`config.mk`:
```
export PLATFORM = sky130hd
export DESIGN_NAME = snn_output_store
export DESIGN_NICKNAME = d
export VERILOG_FILES = /design/src/rtl/snn_output_store.sv
export SDC_FILE = /design/constraint.sdc
export NUM_CORES = 1
export LEC_CHECK = 0
export CAP_MARGIN = 20
export CORE_MARGIN = 5
export CORE_UTILIZATION = 60
export DETAILED_ROUTE_END_ITERATION = 8
export PLACE_DENSITY_LB_ADDON = 0.2
export SYNTH_ARGS = -nofsm -noshare
export SYNTH_HDL_FRONTEND = slang
export SYNTH_SLANG_ARGS = --single-unit
```
`constraint.sdc`:
```
create_clock -name clk -period 2.21 [get_ports clk]
set_input_delay 0.442 -clock clk [delete_from_list [all_inputs] [get_ports clk]]
set_output_delay 0.442 -clock clk [all_outputs]
set_load 0.01 [all_outputs]
```
`src/rtl/snn_output_store.sv`:
```
// rtl/snn_output_store.sv - output-layer spike accumulator, result store and argmax
//
// Counts spikes per output neuron, sweeps the counts into a result memory
// one entry per output_cntr_en cycle, and optionally tracks the winner.
// Optional feature macro: SNN_OUTPUT_ARGMAX_EN (winner tracking; when undefined
// the winner outputs are tied to 0).
//
// Ports:
//   clk             - clock, rising edge
//   rst             - synchronous active-low reset
//   clear_counts    - zero all accumulators (one-cycle pulse)
//   spike_valid     - spike_in qualifier, one pulse per timestep
//   spike_in        - output-layer spike vector, bit i = neuron i
//   output_cntr_rst - restart the store sweep (index, running max, winner_valid)
//   output_cntr_en  - store one result and advance the index
//   outputs_done    - combinational, high on the cycle writing the last entry
//   rd_addr         - result read address
//   rd_data         - registered read data (0 for out-of-range addresses)
//   winner_idx      - index of maximum stored count
//   winner_count    - maximum stored count
//   winner_valid    - winner outputs reflect a completed sweep

module snn_output_store #(
  parameter int NUM_OUTPUTS = 10,
  parameter int COUNT_WIDTH = 8,
  parameter int IDX_WIDTH   = 4
) (
  input  logic                   clk,
  input  logic                   rst,
  input  logic                   clear_counts,
  input  logic                   spike_valid,
  input  logic [NUM_OUTPUTS-1:0] spike_in,
  input  logic                   output_cntr_rst,
  input  logic                   output_cntr_en,
  output logic                   outputs_done,
  input  logic [IDX_WIDTH-1:0]   rd_addr,
  output logic [COUNT_WIDTH-1:0] rd_data,
  output logic [IDX_WIDTH-1:0]   winner_idx,
  output logic [COUNT_WIDTH-1:0] winner_count,
  output logic                   winner_valid
);

  localparam logic [IDX_WIDTH-1:0]   LAST_IDX  = IDX_WIDTH'(NUM_OUTPUTS - 1);
  localparam logic [IDX_WIDTH:0]     NUM_EXT   = (IDX_WIDTH + 1)'(NUM_OUTPUTS);
  localparam logic [COUNT_WIDTH-1:0] SAT_COUNT = '1;

  logic [COUNT_WIDTH-1:0] acc_q [NUM_OUTPUTS];
  logic [COUNT_WIDTH-1:0] res_q [NUM_OUTPUTS];
  logic [IDX_WIDTH-1:0]   idx_q;
  logic [IDX_WIDTH-1:0]   idx_d;
  logic [COUNT_WIDTH-1:0] rd_data_q;
  logic                   at_last;
  logic                   store_we;
  logic [COUNT_WIDTH-1:0] store_val;

  // output_cntr_rst pre-empts a write in the same cycle; reset also blocks it
  assign at_last      = (idx_q == LAST_IDX);
  assign store_we     = rst & output_cntr_en & ~output_cntr_rst;
  assign outputs_done = store_we & at_last;
  assign store_val    = acc_q[idx_q];
  assign rd_data      = rd_data_q;

  always_comb begin
    idx_d = idx_q;
    if (store_we) begin
      idx_d = at_last ? '0 : idx_q + 1'b1;
    end
  end

  always_ff @(posedge clk) begin
    if (!rst) begin
      for (int i = 0; i < NUM_OUTPUTS; i++) begin
        acc_q[i] <= '0;
        res_q[i] <= '0;
      end
      idx_q     <= '0;
      rd_data_q <= '0;
    end else begin
      for (int i = 0; i < NUM_OUTPUTS; i++) begin
        if (clear_counts) begin
          // a spike coinciding with the clear counts as the first spike
          acc_q[i] <= COUNT_WIDTH'(spike_valid & spike_in[i]);
        end else if (spike_valid && spike_in[i] && (acc_q[i] != SAT_COUNT)) begin
          acc_q[i] <= acc_q[i] + 1'b1;
        end
      end

      // store_val is the pre-update accumulator value
      if (store_we) begin
        res_q[idx_q] <= store_val;
      end
      idx_q <= output_cntr_rst ? '0 : idx_d;

      // non-blocking res_q update means a colliding read returns the old value
      if ({1'b0, rd_addr} < NUM_EXT) begin
        rd_data_q <= res_q[rd_addr];
      end else begin
        rd_data_q <= '0;
      end
    end
  end

`ifdef SNN_OUTPUT_ARGMAX_EN
  logic [COUNT_WIDTH-1:0] max_run_q;
  logic [IDX_WIDTH-1:0]   max_idx_q;
  logic [COUNT_WIDTH-1:0] max_run_d;
  logic [IDX_WIDTH-1:0]   max_idx_d;
  logic [COUNT_WIDTH-1:0] win_count_q;
  logic [IDX_WIDTH-1:0]   win_idx_q;
  logic                   win_valid_q;
  logic                   new_max;

  // strict compare keeps the lowest index on ties
  assign new_max   = (store_val > max_run_q);
  assign max_run_d = new_max ? store_val : max_run_q;
  assign max_idx_d = new_max ? idx_q : max_idx_q;

  always_ff @(posedge clk) begin
    if (!rst) begin
      max_run_q   <= '0;
      max_idx_q   <= '0;
      win_count_q <= '0;
      win_idx_q   <= '0;
      win_valid_q <= 1'b0;
    end else begin
      if (output_cntr_rst) begin
        max_run_q <= '0;
        max_idx_q <= '0;
      end else if (store_we) begin
        max_run_q <= max_run_d;
        max_idx_q <= max_idx_d;
        if (at_last) begin
          win_count_q <= max_run_d;
          win_idx_q   <= max_idx_d;
        end
      end

      if (output_cntr_rst || clear_counts) begin
        win_valid_q <= 1'b0;
      end else if (outputs_done) begin
        win_valid_q <= 1'b1;
      end
    end
  end

  assign winner_idx   = win_idx_q;
  assign winner_count = win_count_q;
  assign winner_valid = win_valid_q;
`else
  assign winner_idx   = '0;
  assign winner_count = '0;
  assign winner_valid = 1'b0;
`endif

endmodule

```
==> results.md, run 1 <==
- Startpoint Class: input port
- DR iter-0 viols: 394
- Nets: 882
- Tmin final: 2014 ps
- Vias in the first global route: 6002
- Cells after DPL: 1017
- Slew HR: 63.03%
- Async set-reset flop share out of synthesis: 0%
- CTS buffer count: 17
- Post-synthesis sequential area ratio: 56.79%
- Slew @ Worst Pin: 553.4 ps
- First-pass GRT wire length: 30380 um
- Worst skew pair latency: 440 ps
- Fin. max-slew vios: 0
- CTS root buffer: clkbuf_16
- Fin Hold WS: 550.8 ps
- CTS tree: yes
- Status: finished, final reports clean
- Fin crit share: 91.11%
- Max Root-Sink Buffers: 2
- CP endpoint kind: output pin
- Die area: 0.01759 mm2
- Fmax: 0.4966 GHz
- Syn-to-layout area delta: 15.59%
- PD cells: 724.4 mW/mm2
- Clock sinks: 176
- H-tree depth: 4
- Final cell count without fillers: 1049
- Top cell type by total area after synthesis: edfxtp_1
- Placer Congestion: 0.8202
- RSZ-0062 raised after global routing: false
- Antenna viol nets, final: 0
- Worst-path clk slew: 70 ps
- Detail Placement HPWL: 13790 um
- DR vias: 6092
- CP max FO: 3
- Die Y: 132.6 um
- DRC Markers: 0
- Synth Warn #: 0
- Die X: 132.6 um
- IO buf count: 28
- GRT Resource Usage Total: 21.96%
- Clock skew: 9.803 ps
- CP required: 1770 ps
- Post-synthesis cell type count: 43
- Ratio of cells with drive above 1 in the final layout: 12.25%
- Synth top area share: 53.24%
- Switching pwr: 1.786 mW
- Max_cap viols: 0
- Leakage power: 3.673 nW
- Setup ws final: 196.4 ps
- Syn Std Cell Area: 0.009024 mm2
- Final Setup Violations: 0
- Cells after Synth: 783
- Hold Path Class: reg -> reg
- Vias/cell: 5.807
- EDFF count, synth: 160
- Sw Share: 23.64%
- Hold Buf Count CTS: 0
- Worst vdd ir: 0.0005314 V
- Seq cells post-synth: 176
- CP Class: in -> out
- 1st-pass router iterations: 6
- Placement Rows: 44
- Worst EP arrival: 1570 ps
- I/O Pins: 42
- Total setup buffers inserted after CTS: 0
- Combinational power share: 8.9%
- Internal power: 5.769 mW
- # diodes: 0
- Top_reg_cell synth: edfxtp_1
- Final hold vios: 0
- Drt wl/cell: 17.88 um
- Largest net degree at the start of global routing: 41
- Place WS: -237.3 ps
- Sequential share of power: 51.7%
- Flop2flop setup slack: 270 ps
- CORE AREA: 0.01464 mm2
- Post-Syn Area per Cell: 11.52 um2
- # fillers: 1024
- Synth area leaders: edfxtp_1 (53%), nor2_1 (7.5%), mux2i_1 (6.2%), dfxtp_1 (3.5%), xnor2_1 (3.4%)
- Fin Setup TNS: 0 ps
- Initial antenna violation count: 0
- Total Routed Length: 18760 um
- Congestion Overflow GR: 0
- Starting Density: 61.62%
- Clk pwr share: 39.5%
[timing repair]
item                                   in CTS  in global routing
setup endpoints to repair                   1                  1
gates resized for setup                     1                  2
endpoints found under the hold margin       0                  0
[per-stage QoR]
step / total power [mW] / cell area [um2] / utilization, %
finish: 7.556 / 10430 / 71.22
global placement: 4.617 / 9853 / 67.28
floorplan: 4.369 / 9069 / -
CTS: 7.582 / 10430 / 71.25
global route: 7.798 / 10430 / 71.22
detailed placement: 4.638 / 9853 / 67.28
[routing by layer]
layer / up-vias / GRT usage [%] / wire [um]
li1: 2919 / - / -
met1: 2971 / 26.38 / 7625
met2: 162 / 38.54 / 9710
met3: 40 / 5.277 / 946
met4: 0 / 8.083 / 476
met5: - / 0 / 0
[cells by family after synthesis]
| logic type | Yosys count | share of synthesized area (%) |
|---|---|---|
| multiplexers | 72 | 9.540 |
| buffers and inverters | 60 | 4.007 |
| adder cells (fa/ha/maj) | 10 | 1.387 |
| other | 1 | 0.04156 |
| XOR/XNOR | 60 | 5.824 |
| AND/OR/NAND/NOR | 329 | 15.25 |
| flip-flops | 176 | 56.79 |
| AO/OA/AOI/OAI | 75 | 7.155 |
[layout make-up]
cell class	instances	area (um2)	area share [%]
clock buffer	18	429.2	4.115
multi-input combinational	559	3582	34.35
clock inverter	14	152.6	1.464
sequential	176	5126	49.15
timing repair buffer	87	868.3	8.325
inverter	11	41.29	0.3959
tap	184	230.2	2.207
[layout by cell type, fill, tap and decap left out, types with 17 or more instances in the layout]
cell	instances
mux2i_1	56
clkbuf_16	17
nand2_1	76
xor2_1	25
buf_4	47
edfxtp_1	160
xnor2_1	35
clkdlybuf4s50_1	27
nand3_1	29
nor2_1	180
[Yosys cell counts, drive strengths merged, types with 3 or more instances]
cell type / n
and3: 5
dfxtp: 16
o21ai: 14
a21boi: 8
o22ai: 8
a22oi: 16
nand2: 76
a311o: 6
xnor2: 35
inv: 10
a31oi: 8
nor3: 12
nor3b: 3
mux4: 8
edfxtp: 160
mux2i: 56
nand2b: 4
or3: 4
and2: 4
buf: 35
mux2: 8
a21oi: 5
nand3: 29
nor2b: 7
xor2: 25
clkbuf: 14
a221oi: 8
ha: 10
nor2: 180
[worst max-delay path: stages]
cell	delay [ps]
clkdlybuf4s50_1	420
nand3b_1	200
nor2_1	100
nand2_1	70
nor2_1	160
clkbuf_2	180
[state kept, by name, summed over array words and instances, names as in the netlist, named ones only]
name and flops:
acc_q 80, idx_q 4, rd_data 8, res_q 80
[path summary, 6_finish.rpt]
kind	end	depth (start not counted)	start
max	outputs_done	6	output_cntr_rst
min	flop	2	idx_q[3]
max reg2reg	res_q[5][0]	5	flop
min reg2reg	flop	2	idx_q[3]
[power groups by stage]
stage | sequential, mW | combinational, mW | clock [mW]
2_1_floorplan | 3.94 | 0.433 | 0
3_3_place_gp | 3.97 | 0.651 | 0
3_5_place_dp | 3.97 | 0.665 | 0
4_1_cts | 3.90 | 0.672 | 3.01
5_1_grt | 3.92 | 0.723 | 3.16
6_report | 3.90 | 0.670 | 2.98
No activity file was read; power rests on OpenSTA's default activity.
==> inputs of run 2 (changes only) <==
--- a/config.mk
+++ b/config.mk
@@ -10,6 +10,7 @@
 export CORE_UTILIZATION = 60
 export DETAILED_ROUTE_END_ITERATION = 8
 export PLACE_DENSITY_LB_ADDON = 0.2
+export SKIP_LAST_GASP = 1
 export SYNTH_ARGS = -nofsm -noshare
 export SYNTH_HDL_FRONTEND = slang
 export SYNTH_SLANG_ARGS = --single-unit
==> results of run 2 <==
Final layout, timing and power as in run 1 (identical DEF).
